$ cat config.mk
export PLATFORM = sky130hd
export DESIGN_NAME = spi_slave_responder
export DESIGN_NICKNAME = d
export VERILOG_FILES = /design/src/rtl/spi_slave_responder.sv
export SDC_FILE = /design/constraint.sdc
export NUM_CORES = 1
export LEC_CHECK = 0
export ABC_AREA = 1
export BUFFER_PORTS_ARGS = -buffer_cell sky130_fd_sc_hd__buf_4
export CAP_MARGIN = 10
export CORE_MARGIN = 4
export CORE_UTILIZATION = 59
export DETAILED_ROUTE_END_ITERATION = 12
export HOLD_SLACK_MARGIN = 0.1
export MAX_ROUTING_LAYER = met4
export PLACE_DENSITY = 0.91
export REMOVE_ABC_BUFFERS = 1
export SLEW_MARGIN = 10
export SYNTH_ARGS = -nofsm -noshare
export SYNTH_HDL_FRONTEND = slang
export SYNTH_SLANG_ARGS = --single-unit
$ cat constraint.sdc
create_clock -name sys_clk -period 2.5 [get_ports sys_clk]
set_input_delay 0.5 -clock sys_clk [delete_from_list [all_inputs] [get_ports sys_clk]]
set_output_delay 0.5 -clock sys_clk [all_outputs]
set_load 0.02 [all_outputs]
$ cat src/rtl/spi_slave_responder.sv
// -----------------------------------------------------------------------------
// spi_slave_responder
//
// SPI responder (slave) for SPI mode 3 (CPOL=1, CPHA=1), MSB first,
// DATA_W-bit words, active-low chip select. SCLK, MOSI and CS are
// oversampled on sys_clk and never used as clocks.
//
// Received words leave on a valid/ready stream (rx_*). Transmit words enter
// on a valid/ready stream (tx_*) through a one-deep holding register.
//
// Handshake rule (both streams): a word moves on every sys_clk rising edge
// where valid and ready are both 1. A producer keeps valid and data stable
// until that edge. rx_valid_o is held until accepted. tx_ready_o means the
// holding register is empty.
//
// Parameters:
//   DATA_W       bits per SPI word (2 or more)
//   SYNC_STAGES  synchronizer depth on spi_clk_i/spi_mosi_i/spi_cs_i (>= 2)
//   FILL_WORD    word shifted out when no transmit word is available
//
// Ports:
//   sys_clk        system clock, all logic on its rising edge
//   sys_rst        synchronous active-high reset
//   spi_clk_i      SCLK from the initiator, idles high
//   spi_mosi_i     initiator-to-responder data
//   spi_cs_i       chip select, active low
//   spi_miso_o     responder-to-initiator data
//   spi_miso_oe_o  MISO output enable, 1 while the frame is active
//   rx_data_o      last received word
//   rx_valid_o     rx_data_o valid, held until accepted
//   rx_ready_i     consumer accepts rx_data_o
//   tx_data_i      next word to transmit
//   tx_valid_i     tx_data_i valid
//   tx_ready_o     holding register empty
//   tx_underrun_o  one-cycle pulse when FILL_WORD is loaded
//   rx_overrun_o   sticky overrun flag
//
// Optional feature, macro SPI_SLAVE_RX_OVERRUN_EN:
//   defined   - rx_overrun_o is set when a word completes while rx_valid_o=1
//               and rx_ready_i=0, and clears on the next accepted word.
//   undefined - rx_overrun_o is tied 0.
//   An unaccepted word is overwritten by the newer one in both builds.
//
// SCLK timing: every SCLK phase must last at least SYNC_STAGES+2 sys_clk
// cycles.
// -----------------------------------------------------------------------------
module spi_slave_responder #(
    parameter int                DATA_W      = 8,
    parameter int                SYNC_STAGES = 2,
    parameter logic [DATA_W-1:0] FILL_WORD   = '0
) (
    input  logic              sys_clk,
    input  logic              sys_rst,
    input  logic              spi_clk_i,
    input  logic              spi_mosi_i,
    input  logic              spi_cs_i,
    output logic              spi_miso_o,
    output logic              spi_miso_oe_o,
    output logic [DATA_W-1:0] rx_data_o,
    output logic              rx_valid_o,
    input  logic              rx_ready_i,
    input  logic [DATA_W-1:0] tx_data_i,
    input  logic              tx_valid_i,
    output logic              tx_ready_o,
    output logic              tx_underrun_o,
    output logic              rx_overrun_o
);

    localparam int CNT_W = $clog2(DATA_W);

    typedef enum logic {
        ST_IDLE   = 1'b0,
        ST_ACTIVE = 1'b1
    } state_t;

    // Synchronizers and edge detection
    logic [SYNC_STAGES-1:0] sclk_sync_q;
    logic [SYNC_STAGES-1:0] cs_sync_q;
    logic [SYNC_STAGES-1:0] mosi_sync_q;
    logic                   sclk_q;
    logic                   sclk_s;
    logic                   cs_s;
    logic                   mosi_s;
    logic                   sclk_rise;
    logic                   sclk_fall;

    // Frame state
    state_t                 state_q;
    logic [CNT_W-1:0]       bit_cnt_q;
    logic [DATA_W-2:0]      rx_shift_q;   // bits received so far, MSB first
    logic [DATA_W-2:0]      tx_shift_q;   // bits still to present after MSB
    logic [DATA_W-1:0]      hold_q;
    logic                   hold_full_q;

    // Registered outputs
    logic                   miso_q;
    logic                   miso_oe_q;
    logic [DATA_W-1:0]      rx_data_q;
    logic                   rx_valid_q;
    logic                   underrun_q;

    // Next-word selection
    logic                   tx_accept;
    logic                   word_done;
    logic                   load_now;
    logic [DATA_W-1:0]      load_word_d;
    logic                   load_underrun_d;
    logic [DATA_W-1:0]      rx_word_d;

    always_ff @(posedge sys_clk) begin
        if (sys_rst) begin
            sclk_sync_q <= '1;
            cs_sync_q   <= '1;
            mosi_sync_q <= '0;
            sclk_q      <= 1'b1;
        end else begin
            sclk_sync_q <= {sclk_sync_q[SYNC_STAGES-2:0], spi_clk_i};
            cs_sync_q   <= {cs_sync_q[SYNC_STAGES-2:0], spi_cs_i};
            mosi_sync_q <= {mosi_sync_q[SYNC_STAGES-2:0], spi_mosi_i};
            sclk_q      <= sclk_s;
        end
    end

    assign sclk_s    = sclk_sync_q[SYNC_STAGES-1];
    assign cs_s      = cs_sync_q[SYNC_STAGES-1];
    assign mosi_s    = mosi_sync_q[SYNC_STAGES-1];
    assign sclk_rise = sclk_s & ~sclk_q;
    assign sclk_fall = ~sclk_s & sclk_q;

    assign tx_accept = tx_valid_i & ~hold_full_q;
    assign rx_word_d = {rx_shift_q, mosi_s};

    // The rise that delivers the last bit of a word completes it and
    // immediately loads the next word into the shifter.
    assign word_done = (state_q == ST_ACTIVE) & ~cs_s & sclk_rise &
                       (bit_cnt_q == CNT_W'(DATA_W - 1));
    assign load_now  = ((state_q == ST_IDLE) & ~cs_s) | word_done;

    // A word arriving on the tx stream in the same cycle as a load with an
    // empty holding register goes straight into the shifter.
    always_comb begin
        load_word_d     = FILL_WORD;
        load_underrun_d = 1'b1;
        if (hold_full_q) begin
            load_word_d     = hold_q;
            load_underrun_d = 1'b0;
        end else if (tx_accept) begin
            load_word_d     = tx_data_i;
            load_underrun_d = 1'b0;
        end
    end

    always_ff @(posedge sys_clk) begin
        if (sys_rst) begin
            state_q     <= ST_IDLE;
            bit_cnt_q   <= '0;
            rx_shift_q  <= '0;
            tx_shift_q  <= '0;
            hold_q      <= '0;
            hold_full_q <= 1'b0;
            miso_q      <= 1'b0;
            miso_oe_q   <= 1'b0;
            rx_data_q   <= '0;
            rx_valid_q  <= 1'b0;
            underrun_q  <= 1'b0;
        end else begin
            underrun_q <= 1'b0;

            // Holding register: a load empties it (or bypasses it); otherwise
            // an accepted word fills it.
            if (load_now) begin
                if (hold_full_q) begin
                    hold_full_q <= 1'b0;
                end
            end else if (tx_accept) begin
                hold_q      <= tx_data_i;
                hold_full_q <= 1'b1;
            end

            // A completing word wins over a same-cycle accept.
            if (word_done) begin
                rx_data_q  <= rx_word_d;
                rx_valid_q <= 1'b1;
            end else if (rx_valid_q && rx_ready_i) begin
                rx_valid_q <= 1'b0;
            end

            if (load_now) begin
                miso_q     <= load_word_d[DATA_W-1];
                tx_shift_q <= load_word_d[DATA_W-2:0];
                bit_cnt_q  <= '0;
                underrun_q <= load_underrun_d;
            end

            case (state_q)
                ST_IDLE: begin
                    if (!cs_s) begin
                        state_q   <= ST_ACTIVE;
                        miso_oe_q <= 1'b1;
                    end else begin
                        miso_q    <= 1'b0;
                        miso_oe_q <= 1'b0;
                    end
                end
                ST_ACTIVE: begin
                    if (cs_s) begin
                        // Partial word and any loaded tx word are dropped.
                        state_q   <= ST_IDLE;
                        miso_q    <= 1'b0;
                        miso_oe_q <= 1'b0;
                        bit_cnt_q <= '0;
                    end else if (sclk_rise && !word_done) begin
                        rx_shift_q <= rx_word_d[DATA_W-2:0];
                        bit_cnt_q  <= bit_cnt_q + CNT_W'(1);
                    end else if (sclk_fall && (bit_cnt_q != '0)) begin
                        // The first fall of a word leaves the MSB in place.
                        miso_q     <= tx_shift_q[DATA_W-2];
                        tx_shift_q <= tx_shift_q << 1;
                    end
                end
                default: begin
                    state_q <= ST_IDLE;
                end
            endcase
        end
    end

`ifdef SPI_SLAVE_RX_OVERRUN_EN
    logic overrun_q;

    always_ff @(posedge sys_clk) begin
        if (sys_rst) begin
            overrun_q <= 1'b0;
        end else if (word_done && rx_valid_q && !rx_ready_i) begin
            overrun_q <= 1'b1;
        end else if (rx_valid_q && rx_ready_i) begin
            overrun_q <= 1'b0;
        end
    end

    assign rx_overrun_o = overrun_q;
`else
    assign rx_overrun_o = 1'b0;
`endif

    assign spi_miso_o    = miso_q;
    assign spi_miso_oe_o = miso_oe_q;
    assign rx_data_o     = rx_data_q;
    assign rx_valid_o    = rx_valid_q;
    assign tx_ready_o    = ~hold_full_q;
    assign tx_underrun_o = underrun_q;

endmodule

# ---- Word-level counts from Yosys, hierarchy flattened
# Index checks and enable logic that the tools add are counted.
dict set report classes {
  bitwise 14
  add_sub_neg 1
  reduce_logical 10
  mux 23
  eq_ne 2
}
# cell n
set op_table {}
lappend op_table {{$mux W7} 5}
lappend op_table {{$mux W8} 2}
lappend op_table {{$mux W3} 4}
lappend op_table {{$mux W1} 10}
lappend op_table {{$and A1 B1 Y1} 7}
lappend op_table {{$not A1 Y1} 6}
lappend op_table {{$pmux W1 S2} 2}
lappend op_table {{$add A3 B1 Y3 const B} 1}
lappend op_table {{$eq A3 B3 Y1 const B} 1}
lappend op_table {{$logic_and A1 B1 Y1} 3}
lappend op_table {{$reduce_and A3 Y1} 1}
lappend op_table {{$reduce_bool A3 Y1} 1}
lappend op_table {{$reduce_or A3 Y1} 1}
lappend op_table {{$ne A2 B2 Y1 const B} 1}
lappend op_table {{$reduce_and A2 Y1} 1}
lappend op_table {{$reduce_bool A2 Y1} 1}
lappend op_table {{$reduce_or A2 Y1} 1}
lappend op_table {{$logic_not A1 Y1} 1}
lappend op_table {{$or A1 B1 Y1} 1}
dict set report word_totals {
  in_bits 15
  output_inout_bits 14
  wordCells 65
  register_bits 46
}

# ---- Logic depth before layout (Yosys ltp)
dict set report logic_depth {
  depth_word 10
  ltp_mapped 9
  ltp_nobuf 9
}

# ---- Least setup slack after synthesis
# No wires, ideal clock.
dict set report synth_path {
  kind {register -> register}
  startpoint {register bit_cnt_q[0]}
  endpoint {register hold_q[0]}
  n_path_buf 1
  slack_ps 952
  setup_ps 115
  path_stages_with_launch 10
  synth_period_minus_slack_ps 1548
  arrival_time_ps 1432
  path_cell_list {dfxtp_1 -> ha_1 -> ha_1 -> nand3_4 -> nor2_8 -> nor2_8 -> nand2_4 -> buf_8 -> o21ai_2 -> a21oi_2}
}
dict set report synth_via {
  elab_chain_len 5
}
# element line
set synth_lines {}
lappend synth_lines {{start, declared} 89} ;# logic [CNT_W-1:0] bit_cnt_q;
lappend synth_lines {{start signal, assigned} 214} ;# bit_cnt_q <= bit_cnt_q + CNT_W'(1);
lappend synth_lines {{$eq A3 B3 Y1} 136} ;# (bit_cnt_q == CNT_W'(DATA_W - 1));
lappend synth_lines {{$and A1 B1 Y1} 135} ;# assign word_done = (state_q == ST_ACTIVE) & ~cs_s & sclk_rise &
lappend synth_lines {{$or A1 B1 Y1} 137} ;# assign load_now = ((state_q == ST_IDLE) & ~cs_s) | word_done;
lappend synth_lines {{$not A1 Y1 (no line)} -}
lappend synth_lines {{$reduce_and A2 Y1 (no line)} -}
lappend synth_lines {{end signal, assigned} 176} ;# hold_q <= tx_data_i;
lappend synth_lines {{end, declared} 92} ;# logic [DATA_W-1:0] hold_q;
# Every way passes these cells.
# A chain may end at the register's enable or synchronous reset.

# ---- Worst setup path after layout
dict set report layout_path {
  startpoint {register hold_full_q}
  endpoint {output tx_ready_o}
}
dict set report layout_via {
  elab_chain_len 1
}
# element line
set layout_lines {}
lappend layout_lines {{start, declared} 93} ;# logic hold_full_q;
lappend layout_lines {{start signal, assigned} 160} ;# hold_full_q <= 1'b0;
lappend layout_lines {{start signal, assigned} 173} ;# hold_full_q <= 1'b0;
lappend layout_lines {{start signal, assigned} 177} ;# hold_full_q <= 1'b1;
lappend layout_lines {{$not A1 Y1} 250} ;# assign tx_ready_o = ~hold_full_q;
lappend layout_lines {{end, declared} 64} ;# output logic tx_ready_o,
# Every way passes these cells.

==> impl_metrics.env <==
export IMPL_area_growth_pct=15.12
export IMPL_viasPerCell=4.971
export IMPL_dp_cells=303
export IMPL_grt_pass1_wl_um=5740
export IMPL_leakagePower_uw=0.001077
export IMPL_firstDrtPassIters=4
export IMPL_cp_depth=2
export IMPL_hold_path_class="primary input to flop"
export IMPL_cts_resized=0
export IMPL_gp_congestion=0.8688
export IMPL_dp_hpwl_um=2491
export IMPL_wl_um=3438
export IMPL_fill_cells=244
export IMPL_r2r_end="tx_shift_q[2]"
export IMPL_synth_area_sq_mm=0.001912
export IMPL_setup_violations_final=0
export IMPL_start_util_pct=62.11
export IMPL_crit_family="buffers and inverters"
export IMPL_synth_top_cell_area_share_pct=48.17
export IMPL_finalNonFillerCells=311
export IMPL_post_synth_cell_area_avg_sq_um=8.033
export IMPL_drive_gt1_share_pct=21.35
export IMPL_antenna_cells=0
export IMPL_power_density_mw_per_mm2=568.4
export IMPL_synth_area_top_cells="dfxtp_1 (48%), o21ai_0 (7.9%), nor2_1 (7.5%)"
export IMPL_clk_latency_ns=0.37
export IMPL_path_class="flop to primary output"
export IMPL_critPathArrivalTime_ns=1.26
export IMPL_min_path_cells=2
export IMPL_die_w_um=64.93
export IMPL_r2r_slack_ns=0.77
export IMPL_htreeDepth=2
export IMPL_synthCells=238
export IMPL_startpoint_type="flop"
export IMPL_final_antenna_net_count=0
export IMPL_grt_use_total_pct=18.33
export IMPL_skew_ns=0.008044
export IMPL_hold_violations=0
export IMPL_ir_drop_uv=414.1
export IMPL_path_max_fanout=10
export IMPL_wl_per_cell_um=11.05
export IMPL_regArea_sq_um=920.9
export IMPL_rsz0062_at_grt="false"
export IMPL_tritoncts="done"
export IMPL_cts_sinks=46
export IMPL_cts_setup_buffers=0
export IMPL_status="finished, final reports clean"
export IMPL_multi_input_area_sq_um=834.6
export IMPL_holdPathEnd="tx_underrun_o"
export IMPL_grt_pass1_vias=1385
export IMPL_clk_path_buf_depth=2
export IMPL_worstPathCellList="clkinv_1 > buf_4"
export IMPL_ys_warn_count=0
export IMPL_grt_max_degree=24
export IMPL_die_area_sq_mm=0.004215
export IMPL_period_minus_slack_ns=1.764
export IMPL_route_detailed_drc=0
export IMPL_via_count=1546
export IMPL_die_h_um=64.93
export IMPL_drt_iter0_drc=83
export IMPL_fin_area_sq_mm=0.002201
export IMPL_cpPeakStageDelay_ns=0.41
export IMPL_coreArea_sq_mm=0.003078
export IMPL_numCtsBuffers=5
export IMPL_crit_required_ns=2.00
export IMPL_rows=20
export IMPL_synth_seq_cells=46
export IMPL_end_kind="primary output"
export IMPL_dpl_cell_area_sq_mm=0.002133
export IMPL_cp_num_buf_inv=2
export IMPL_rr_worst_depth=8
export IMPL_slowest_stage="dfxtp_1"
export IMPL_synth_distinct_cells=33
export IMPL_finalSetupTns_ns=0
export IMPL_cts_root_buffer="clkbuf_4"
export IMPL_ios=29
export IMPL_clock_fmax_mhz=567.0
export IMPL_antenna_found_initial=0
export IMPL_clk_pin_slew_ns=0.13
export IMPL_max_cap_viol_count=0
export IMPL_slew_viol_final=0
export IMPL_reg2reg_from="bit_cnt_q[1]"
export IMPL_nets=284
export IMPL_port_buffers=27
export IMPL_synth_top_area_cell="dfxtp_1"
export IMPL_overflow=0
export IMPL_ys_seq_area_share_pct=48.17
export IMPL_cts_hold_buf=0
export IMPL_fin_crit_sh_pct=70.54
export IMPL_hp_start="tx_valid_i"
-- registers in the layout, indices dropped and copies added, names as in the netlist --
register,cells
hold_q,8
rx_data_o,8
rx_shift_q,7
tx_shift_q,7
bit_cnt_q,3
cs_sync_q,2
mosi_sync_q,2
sclk_sync_q,2
hold_full_q,1
rx_valid_o,1
sclk_q,1
spi_miso_o,1
spi_miso_oe_o,1
state_q,1
tx_underrun_o,1
-- how the worst max path moves through the flow --
| stage | endpoint | from | slack, ns |
|---|---|---|---|
| 2_1_floorplan | hold_q[1] | bit_cnt_q[0] | 0.99 |
| 3_3_place_gp | tx_shift_q[4] | bit_cnt_q[1] | 0.87 |
| 3_5_place_dp | tx_shift_q[4] | bit_cnt_q[1] | 0.83 |
| 4_1_cts | tx_ready_o | hold_full_q | 0.72 |
| 5_1_grt | hold_q[5] | bit_cnt_q[1] | 0.65 |
| 6_report | tx_ready_o | hold_full_q | 0.74 |
-- cells in the mapped netlist --
library cell  number
dfxtp_1           46
nor2_1            38
nand2_1           33
o21ai_0           30
inv_1             28
a21oi_1           10
nand3_1            9
o211ai_1           6
or2_2              4
a21oi_2            3
ha_1               3
o21ai_2            3
buf_2              2
clkbuf_1           2
nand2_2            2
nor2_8             2
a211oi_1           1
a211oi_2           1
buf_1              1
buf_4              1
buf_8              1
clkinv_1           1
conb_1             1
inv_2              1
nand2_4            1
nand3_2            1
nand3_4            1
nand4_1            1
nor2_2             1
nor3_1             1
nor3_4             1
nor4_1             1
o21a_1             1
-- cells in the final DEF (no fill, tap or decap), types with 2 or more instances in the layout --
cell	synthesis	layout
dfxtp_1	46	46
nor2_1	38	38
nand2_1	33	33
o21ai_0	30	30
inv_1	28	28
buf_4	1	28
a21oi_1	10	10
nand3_1	9	9
o211ai_1	6	6
clkbuf_4	0	5
or2_2	4	4
o21ai_2	3	3
a21oi_2	3	3
ha_1	3	3
nand2_2	2	2
nor2_8	2	2
-- layout make-up --
| cell class | count | area share (%) |
|---|---|---|
| clock inverter | 2 | 0.7391 |
| inverter | 30 | 5.117 |
| sequential | 46 | 41.84 |
| tap | 44 | 2.501 |
| timing repair buffer | 28 | 9.551 |
| clock buffer | 6 | 2.331 |
| multi-input combinational | 155 | 37.92 |
-- metrics by stage --
stage                     power [uW]  util, %  setup slack [ns]  hold slack, ns
after CTS                       1266    71.50            0.7172          0.2910
after global placement         880.7    69.31            0.8698          0.3920
after floorplan                841.9        -            0.9901          0.3883
final                           1251    71.50            0.7365          0.3020
after detailed placement       884.3    69.31            0.8253          0.3968
after global routing            1317    71.50            0.6470          0.2648
-- cells by family (layout without fill, tap and decap cells) --
family	count (synthesis)	after routing	share of synthesized area (%)
flops	46	46	48.17
fa+ha+maj	3	3	1.964
other cells	1	1	0.1961
simple gates	96	96	24.48
compound gates	55	55	17.02
buf+inv	37	66	8.180
-- where the power goes --
group          switching (uW)  internal, uW
sequential               8.86           754
clock                     242           141
combinational            63.1          41.6
total                     314           937
-- routing by layer --
layer / vias to the layer above / share of wire [%] / global-route usage [%] / wire length [um]
li1: 821 / - / - / -
met1: 685 / 47 / 21.45 / 1624
met2: 32 / 45 / 28.99 / 1547
met3: 8 / 5.9 / 5.719 / 204
met4: 0 / 1.8 / 7.916 / 61
met5: - / 0 / - / 0
No activity file was read; power rests on OpenSTA's default activity.
